File: src/rtl/dispatch_credit_ctrl.sv
// Credit tracking and in-order lane acceptance for the 3-wide dispatch stage,
// with a fixed dispatch-blocking recovery window after a mispredict squash.
module dispatch_credit_ctrl #(
  parameter int ROB_SIZE       = 32,
  parameter int RS_SIZE        = 16,
  parameter int SQ_SIZE        = 8,
  parameter int PR_FREE        = 32,
  parameter int RECOVER_CYCLES = 2
) (
  input  logic                               clock,
  input  logic                               reset,
  input  logic [2:0]                         dis_valid,
  input  logic [2:0]                         dis_needs_pr,
  input  logic [2:0]                         dis_is_store,
  input  logic [2:0]                         dis_taken,
  input  logic [1:0]                         rob_release,
  input  logic [1:0]                         rs_release,
  input  logic [1:0]                         sq_release,
  input  logic [1:0]                         pr_release,
  input  logic                               squash,
  input  logic [$clog2(SQ_SIZE+1)-1:0]       sq_free_in,
  input  logic [$clog2(PR_FREE+1)-1:0]       pr_free_in,
  output logic [2:0]                         d_stall,
  output logic [2:0]                         dis_fire,
  output logic [$clog2(ROB_SIZE+1)-1:0]      rob_credit,
  output logic [$clog2(RS_SIZE+1)-1:0]       rs_credit,
  output logic [$clog2(SQ_SIZE+1)-1:0]       sq_credit,
  output logic [$clog2(PR_FREE+1)-1:0]       pr_credit,
  output logic                               recovering
);

  localparam int ROB_W = $clog2(ROB_SIZE + 1);
  localparam int RS_W  = $clog2(RS_SIZE + 1);
  localparam int SQ_W  = $clog2(SQ_SIZE + 1);
  localparam int PR_W  = $clog2(PR_FREE + 1);
  localparam int CNT_W = (RECOVER_CYCLES > 1) ? $clog2(RECOVER_CYCLES) : 1;

  typedef enum logic {RUN, RECOVER} state_t;

  state_t           state_q;
  logic [CNT_W-1:0] cnt_q;
  logic [ROB_W-1:0] rob_q, rob_d;
  logic [RS_W-1:0]  rs_q,  rs_d;
  logic [SQ_W-1:0]  sq_q,  sq_d;
  logic [PR_W-1:0]  pr_q,  pr_d;

  int   cum_slot, cum_sq, cum_pr;
  int   need_slot, need_sq, need_pr;
  logic blocked, dropped;

  function automatic int clamp_credit(input int value, input int max_value);
    return (value > max_value) ? max_value : value;
  endfunction

  // Walk lanes oldest-first; cum_* hold the resources claimed by accepted older lanes.
  always_comb begin
    d_stall   = 3'b000;
    dis_fire  = 3'b000;
    blocked   = 1'b0;
    dropped   = 1'b0;
    cum_slot  = 0;
    cum_sq    = 0;
    cum_pr    = 0;
    need_slot = 0;
    need_sq   = 0;
    need_pr   = 0;
    if (squash || state_q == RECOVER) begin
      d_stall = 3'b111;
    end else begin
      for (int i = 2; i >= 0; i--) begin
        if (blocked) begin
          d_stall[i] = 1'b1;
        end else if (!dropped && dis_valid[i]) begin
          need_slot = cum_slot + 1;
          need_sq   = cum_sq + (dis_is_store[i] ? 1 : 0);
          need_pr   = cum_pr + (dis_needs_pr[i] ? 1 : 0);
          if (need_slot <= int'(rob_q) && need_slot <= int'(rs_q) &&
              need_sq <= int'(sq_q) && need_pr <= int'(pr_q)) begin
            dis_fire[i] = 1'b1;
            cum_slot    = need_slot;
            cum_sq      = need_sq;
            cum_pr      = need_pr;
            dropped     = dis_taken[i];
          end else begin
            blocked    = 1'b1;
            d_stall[i] = 1'b1;
          end
        end
      end
    end
  end

  // Squash reloads credits and discards that cycle's releases; otherwise consume and release.
  always_comb begin
    if (squash) begin
      rob_d = ROB_W'(ROB_SIZE);
      rs_d  = RS_W'(RS_SIZE);
      sq_d  = sq_free_in;
      pr_d  = pr_free_in;
    end else begin
      rob_d = ROB_W'(clamp_credit(int'(rob_q) - cum_slot + int'(rob_release), ROB_SIZE));
      rs_d  = RS_W'(clamp_credit(int'(rs_q) - cum_slot + int'(rs_release), RS_SIZE));
      sq_d  = SQ_W'(clamp_credit(int'(sq_q) - cum_sq + int'(sq_release), SQ_SIZE));
      pr_d  = PR_W'(clamp_credit(int'(pr_q) - cum_pr + int'(pr_release), PR_FREE));
    end
  end

  always_ff @(posedge clock or negedge reset) begin
    if (!reset) begin
      state_q <= RUN;
      cnt_q   <= '0;
      rob_q   <= ROB_W'(ROB_SIZE);
      rs_q    <= RS_W'(RS_SIZE);
      sq_q    <= SQ_W'(SQ_SIZE);
      pr_q    <= PR_W'(PR_FREE);
    end else begin
      rob_q <= rob_d;
      rs_q  <= rs_d;
      sq_q  <= sq_d;
      pr_q  <= pr_d;
      if (squash) begin
        state_q <= RECOVER;
        cnt_q   <= CNT_W'(RECOVER_CYCLES - 1);
      end else if (state_q == RECOVER) begin
        if (cnt_q == '0) state_q <= RUN;
        else             cnt_q   <= cnt_q - CNT_W'(1);
      end
    end
  end

  assign rob_credit = rob_q;
  assign rs_credit  = rs_q;
  assign sq_credit  = sq_q;
  assign pr_credit  = pr_q;
  assign recovering = (state_q == RECOVER);

endmodule

File: config.mk
export PLATFORM = sky130hd
export DESIGN_NAME = dispatch_credit_ctrl
export DESIGN_NICKNAME = d
export VERILOG_FILES = /design/src/rtl/dispatch_credit_ctrl.sv
export SDC_FILE = /design/constraint.sdc
export NUM_CORES = 1
export LEC_CHECK = 0
export ABC_AREA = 1
export CAP_MARGIN = 5
export CORE_MARGIN = 5
export CORE_UTILIZATION = 50
export CTS_BUF_LIST = sky130_fd_sc_hd__clkbuf_8
export DETAILED_ROUTE_END_ITERATION = 7
export PLACE_DENSITY = 0.82
export RECOVER_POWER = 50
export SETUP_SLACK_MARGIN = 0.02
export SLEW_MARGIN = 10
export SYNTH_ARGS = -nofsm -noshare
export SYNTH_HDL_FRONTEND = slang
export SYNTH_SLANG_ARGS = --single-unit
File: constraint.sdc
create_clock -name clock -period 9.2 [get_ports clock]
set_input_delay 1.84 -clock clock [delete_from_list [all_inputs] [get_ports clock]]
set_output_delay 1.84 -clock clock [all_outputs]
set_load 0.005 [all_outputs]
## Word level (Yosys, flattened, before mapping)

Index checks and enable logic that the tools add are counted.

| cells by class | value |
|---|---|
| add/subtract/negate cells | 15 |
| reduce and logical (&&, ||, !) cells | 15 |
| $lt $le $gt $ge | 16 |
| multiplexer cells | 80 |

Operators with widths:

| operator | count |
|---|---|
| 32-bit 2-to-1 mux | 27 |
| 32-bit by 2-bit adder with 32-bit output | 4 |
| 32-bit by 3-bit adder with 32-bit output | 4 |
| 32-bit by 7-bit less-or-equal comparator with 1-bit output | 4 |
| 32-bit by 2-bit adder with 32-bit output (second input constant) | 2 |
| 32-bit by 7-bit greater-than comparator with 1-bit output (second input constant) | 2 |
| 32-bit by 5-bit less-or-equal comparator with 1-bit output | 2 |
| 32-bit by 6-bit less-or-equal comparator with 1-bit output | 2 |
| 7-bit by 32-bit subtractor with 32-bit output | 2 |
| 1-bit 2-to-1 mux | 43 |
| 32-bit by 5-bit greater-than comparator with 1-bit output (second input constant) | 1 |
| 32-bit by 6-bit greater-than comparator with 1-bit output (second input constant) | 1 |
| 5-bit by 32-bit subtractor with 32-bit output | 1 |
| 6-bit by 32-bit subtractor with 32-bit output | 1 |
| 6-bit 2-to-1 mux | 4 |
| 1-bit logical AND | 11 |
| 5-bit 2-to-1 mux | 2 |
| 4-bit 2-to-1 mux | 2 |
| 1-bit by 6-bit less-or-equal comparator with 1-bit output | 1 |
| 1-bit by 6-bit less-or-equal comparator with 1-bit output (first input constant) | 1 |
| 3-bit 2-to-1 mux | 2 |
| 1-bit by 5-bit less-or-equal comparator with 1-bit output (first input constant) | 1 |
| 1-bit by 4-bit less-or-equal comparator with 1-bit output | 1 |
| 1-bit logical NOT | 2 |
| other kinds (3) | 3 |

| storage, ports and cells | value |
|---|---|
| input bits | 33 |
| register bits after elaboration | 23 |

## Depth between registers and ports, before layout

| depth | value |
|---|---|
| word-level depth | 30 |
| mapped depth | 50 |
| depth with buffers taken out | 50 |

## Worst setup path before layout

Ideal clock, no wire load.

| timing | value |
|---|---|
| path type | input to register |
| start | input port dis_is_store[2] |
| end | register rob_q[5], in the netlist rob_credit[5] |
| required time | 9.118 ns |
| setup time | 0.082 ns |
| stages on the path | 44 |
| setup slack | 1.088 ns |
| arrival time | 8.030 ns |
| path buffers | 0 |
| cell sequence | inv_1 -> ha_1 -> inv_1 -> nand3_1 -> nand2_1 -> nor2_4 -> nand2_4 -> nor2_2 -> nand2_1 -> inv_1 -> ha_1 -> inv_1 -> ha_1 -> nand2_1 -> nand2_1 -> o21ai_1 -> nor2_2 -> ha_1 -> (+8 left out) -> a21oi_1 -> nand4_4 -> nand2_1 -> nand2_1 -> nor2_1 -> fa_1 -> fa_1 -> o21ai_1 -> nand2_1 -> nand2_1 -> a21oi_1 -> ha_1 -> nand2_1 -> a21oi_1 -> nand2_1 -> nand2_1 -> nand2_2 -> or2_1 |

| on the way | value |
|---|---|
| longest elaborated chain between the ends | 30 |

Ends and longest elaborated chain:

| item | line | source |
|---|---|---|
| from (decl) | 14 | `input logic [2:0] dis_is_store,` |
| 1-bit 2-to-1 mux * | 75 | `need_sq = cum_sq + (dis_is_store[i] ? 1 : 0);` |
| 1-bit by 4-bit less-or-equal comparator with 1-bit output | 78 | `need_sq <= int'(sq_q) && need_pr <= int'(pr_q)) begin` |
| 1-bit logical AND | 77 | `if (need_slot <= int'(rob_q) && need_slot <= int'(rs_q) &&` |
| 1-bit logical AND | 78 |  |
| 1-bit 2-to-1 mux | 77 |  |
| 1-bit 2-to-1 mux | 73 | `end else if (!dropped && dis_valid[i]) begin` |
| 32-bit 2-to-1 mux | 67 | `if (squash \|\| state_q == RECOVER) begin` |
| 32-bit by 2-bit adder with 32-bit output | 74 | `need_slot = cum_slot + 1;` |
| (+15 left out) | n/a |  |
| 32-bit 2-to-1 mux * | 71 | `if (blocked) begin` |
| 32-bit 2-to-1 mux * | 67 |  |
| 7-bit by 32-bit subtractor with 32-bit output * | 101 | `rob_d = ROB_W'(clamp_credit(int'(rob_q) - cum_slot + int'(rob_release), ROB_SIZE));` |
| 32-bit by 3-bit adder with 32-bit output * | 101 |  |
| 32-bit by 7-bit greater-than comparator with 1-bit output | 52 | `return (value > max_value) ? max_value : value;` |
| 6-bit 2-to-1 mux * | 52 |  |
| 6-bit 2-to-1 mux * | 95 | `if (squash) begin` |
| via rob_d[5] | 42 | `logic [ROB_W-1:0] rob_q, rob_d;` |
| to (signal assigned) | 112 | `rob_q <= ROB_W'(ROB_SIZE);` |
| to (signal assigned) | 117 | `rob_q <= rob_d;` |
| to (decl) | 42 |  |

The timed path passes the listed nets; every way through them passes the cells marked *. The select of a mux whose other input is x is not followed.
A chain may end at the register's enable or synchronous reset.

## Worst setup path after layout

| timing | value |
|---|---|
| start | input port dis_needs_pr[2] |
| end | output port d_stall[0] |

| on the way | value |
|---|---|
| longest elaborated chain between the ends | 24 |

Ends and longest elaborated chain:

| item | line | source |
|---|---|---|
| from (decl) | 13 | `input logic [2:0] dis_needs_pr,` |
| 1-bit 2-to-1 mux * | 76 | `need_pr = cum_pr + (dis_needs_pr[i] ? 1 : 0);` |
| 1-bit by 6-bit less-or-equal comparator with 1-bit output | 78 |  |
| 1-bit logical AND | 78 |  |
| 1-bit 2-to-1 mux | 77 |  |
| 1-bit 2-to-1 mux | 73 |  |
| 32-bit 2-to-1 mux | 67 |  |
| 32-bit by 2-bit adder with 32-bit output | 74 |  |
| 32-bit by 7-bit less-or-equal comparator with 1-bit output / 32-bit by 6-bit less-or-equal comparator with 1-bit output (equally long branches) | 77 |  |
| (+7 left out) | n/a |  |
| 32-bit by 2-bit adder with 32-bit output | 74 |  |
| 32-bit by 7-bit less-or-equal comparator with 1-bit output / 32-bit by 6-bit less-or-equal comparator with 1-bit output (equally long branches) | 77 |  |
| 1-bit logical AND (2 in a row) | 77 |  |
| 1-bit logical AND | 78 |  |
| 1-bit 2-to-1 mux | 77 |  |
| 1-bit 2-to-1 mux | 73 |  |
| 1-bit 2-to-1 mux * | 71 |  |
| 3-bit 2-to-1 mux * | 67 |  |
| to (decl) | 23 | `output logic [2:0] d_stall,` |

Mark *: on every way between the ends. The rest lies on a longest branch, timed or not. The select of a mux whose other input is x is not followed.

==> results summary <==
STA classifies the critical path endpoint as an output port. The worst-path maximum fanout is 5. Measured along the x axis, the die boundary spans 91.5 um. The number of iterations in the first detailed-routing pass is 4. The average routed wire per standard cell came out at 13.9 um. In this run, flip-flops and latches consume 13.3% of the power. For this design the ratio of total power to cell area is 300 mW/mm^2. For the finished layout, the period the worst path requires is 8.79 ns. The leakage power is 2.32 nW. The HPWL reported at the end of detailed placement is 6830 um.

The synthesized netlist cell count came out at 451. The flow ran to the end, and the final reports show no timing, DRC or antenna violations. The first global-routing pass estimated 13,800 um of wire. The synthesis-to-finish area growth came out at 27.2%. In this run switching power makes up 51.6% of total power.

The maximum VDD drop came out at 164 uV. TritonCTS built the clock tree. The slew of the pin with the lowest slew margin came out at 1.11 ns.

The share of cell area taken by muxes after synthesis is 0%. The number of buffers created by CTS came out at 3. The total clock sinks is 23. The initial antenna violation count is 0. The routability congestion estimate is 0.861.

The number of I/O pins is 61. The library cell used most frequently in the layout, excluding fill and tap cells, is sky130_fd_sc_hd__inv_1. The final setup violation count came out at 0. The initial core utilization is 51.7%.

The floorplan has 29 rows. The remaining antenna violation count after routing is 0. The H-tree depth reported by CTS is 1. The clock latency of the later-clocked register in the worst-skew pair is 0.27 ns. The final count of hold timing violations is 0. The dominant cell type by count on the critical path is sky130_fd_sc_hd__ha_1. Sequential elements use 17.5% of the synthesized area. The first routing iteration left 126 violations. After synthesis, the largest family of logic cells by area is adder cells. The simple-gate share of the synthesized area is 27.1%.

The worst-case setup margin in the final layout is 0.413 ns. The class of the tightest hold or removal check is reg2reg. The overall global routing resource usage is 19.8%. The clock share of power came out at 5.0%. The total vias in the final route came out at 3,129. The leftover overflow at the end of global routing is 0.

The region available for standard cell placement spans 0.00642 mm^2. The floorplan step defined a die boundary enclosing 0.00837 mm^2. The cell with the largest stage delay on the worst path is sky130_fd_sc_hd__clkdlybuf4s50_1.

The largest net degree at the start of global routing is 24. At the worst endpoint, the arrival time is 6.95 ns. The post-route setup TNS came out at 0 ns.

The logic gate share of total power came out at 81.7%. Measured on the finished design, the core utilization comes to 65.7%. Summing the areas of all compound-gate instances in the mapped netlist gives 8.33% of the synthesized area.

In the layout the commonest cells are sky130_fd_sc_hd__inv_1, sky130_fd_sc_hd__nand2_1, sky130_fd_sc_hd__ha_1, sky130_fd_sc_hd__clkdlybuf4s50_1, sky130_fd_sc_hd__nor2_1. The reported max-cap violation count is 0. The total standard cell area after synthesis came out at 0.00332 mm^2.

The number of warnings reported in the yosys synthesis log is 0. Dividing the final minimum period by the clock period gives 95.5%. The register clock-pin slew on the reported worst setup and hold paths is 0.08 ns. At the worst endpoint, the required time is 7.36 ns. Using the TritonRoute via totals, the vias-per-cell ratio works out to 5.21. The number of global-route vias before repair came out at 3,143. In this run the deepest clock path goes through 2 buffers. The final layout contains 638 nets. The worst setup path is launched from an input port. The max-slew headroom at the worst pin is 26.1%. The number of distinct library cell variants in the gate-level netlist after synthesis came out at 38.

Power comes to 0.00127 W. The final-report max-slew violation count came out at 0. The post-synth net total is 564. The internal power of the cells totals 0.000614 W. In this run the clock root is driven by a sky130_fd_sc_hd__clkbuf_8. The die boundary height came out at 91.5 um. The post-synthesis average cell area came out at 7.36 um^2. The clock tree skew after final layout is 0.00235 ns. The number of flip-flops and latches in the synthesized netlist is 23.

Fill cells in the final layout number 535. After detailed routing, the number of remaining DRC violations is 0. The final antenna diode count came out at 0. Summed over all nets, the switching power comes to 0.000653 W. The critical path is of the in2out type.

The highest attainable clock frequency came out at 0.114 GHz. The routed design has 8350 um of wire. The setup slack at placement is 0.0602 ns. After Yosys synthesis, XOR and XNOR cells account for 3.43% of the synthesized area.

During placement, the flow inserted port buffers numbering 59. The fraction of final layout cells sized beyond drive strength 1 came out at 12.0%. The fraction of the mapped netlist area in adder cells is 32.0%. The largest stage delay on the critical path came out at 0.55 ns. The number of buffers inserted for hold repair after clock tree synthesis came out at 0.
==> layer usage <==
metal	routed length [um]	global-route usage [%]	up-vias
li1	-	-	1569
met1	3570	24.3	1469
met2	4240	36.2	79
met3	395	2.73	12
met4	142	5.15	0
met5	0	0	-
==> kinds of logic after synthesis <==
| logic type | count (synthesis) |
|---|---|
| XOR/XNOR | 13 |
| adder cells (fa/ha/maj) | 80 |
| flip-flops | 23 |
| AND/OR/NAND/NOR | 188 |
| buffers and inverters | 103 |
| AO/OA/AOI/OAI | 44 |
==> metrics by stage <==
step | instance area (um^2) | hold slack (ns) | cells
2_1_floorplan | 3320 | 0.482 | 451
3_3_place_gp | 4090 | 0.481 | 596
3_5_place_dp | 4090 | 0.508 | 596
4_1_cts | 4140 | 0.526 | 600
5_1_grt | 4220 | 0.571 | 601
6_report | 4220 | 0.519 | 601
==> path summary, 6_finish.rpt <==
check                                start  slack, ns           end  cells after the start
max                        dis_needs_pr[2]       0.41    d_stall[0]                     32
min                             recovering       0.52         cnt_q                      1
max reg2reg                   pr_credit[5]       2.06  rs_credit[4]                     47
min reg2reg                     recovering       0.52         cnt_q                      1
max in group asynchronous            reset       6.31  rs_credit[1]                      1
min in group asynchronous            reset       2.22  sq_credit[1]                      1
==> power by group through the flow <==
| stage | combinational (W) | clock (W) | sequential (W) |
|---|---|---|---|
| after floorplan | 0.000685 | 0 | 0.000165 |
| after global placement | 0.000930 | 0 | 0.000170 |
| after detailed placement | 0.000980 | 0 | 0.000171 |
| after CTS | 0.000990 | 0.0000663 | 0.000170 |
| after global routing | 0.00117 | 0.0000707 | 0.000174 |
| final | 0.00104 | 0.0000632 | 0.000169 |
==> registers in the layout, indices dropped and copies added (netlist names) <==
| register | cells |
|---|---|
| cnt_q | 1 |
| pr_credit | 6 |
| recovering | 1 |
| rob_credit | 6 |
| rs_credit | 5 |
| sq_credit | 4 |
==> cell type report <==
type                            count  area (um^2)  share of cell area, %
Clock buffer                        3         41.3                  0.978
Inverter                          101          379                   8.98
Clock inverter                      1         3.75                 0.0889
Multi-Input combinational cell    325         2430                   57.5
Sequential cell                    23          581                   13.8
Tap cell                           77         96.3                   2.28
Timing Repair Buffer               71          693                   16.4
==> critical path, delay by kind of cell <==
kind            cells  cell delay, ns
compound gates      5            0.74
fa+ha+maj           6            1.54
simple gates       14            1.33
buf+inv             7            1.47
==> synth_stat cells (all sizes together) <==
| master | n | area share (%) |
|---|---|---|
| a211oi | 1 | 0.23 |
| a21o | 1 | 0.26 |
| a21oi | 25 | 4.3 |
| a22oi | 1 | 0.23 |
| a31oi | 1 | 0.19 |
| clkbuf | 2 | 0.23 |
| dfrtp | 19 | 14 |
| dfstp | 4 | 3.2 |
| fa | 8 | 4.8 |
| ha | 72 | 27 |
| inv | 101 | 11 |
| nand2 | 92 | 11 |
| nand3 | 31 | 5.1 |
| nand3b | 2 | 0.45 |
| nand4 | 8 | 2.4 |
| nor2 | 48 | 6.6 |
| nor2b | 1 | 0.19 |
| nor3 | 3 | 0.45 |
| o21ai | 11 | 1.8 |
| o21bai | 1 | 0.23 |
| o31ai | 2 | 0.60 |
| o41ai | 1 | 0.49 |
| or2 | 3 | 0.64 |
| xnor2 | 3 | 0.79 |
| xor2 | 10 | 2.6 |
==> what timing repair did <==
action                     in CTS  in global routing
setup buffers                   0                  1
setup endpoints to repair       0                 21
gates resized for setup         0                 16
Note: power is estimated with default switching activity, not from simulation.
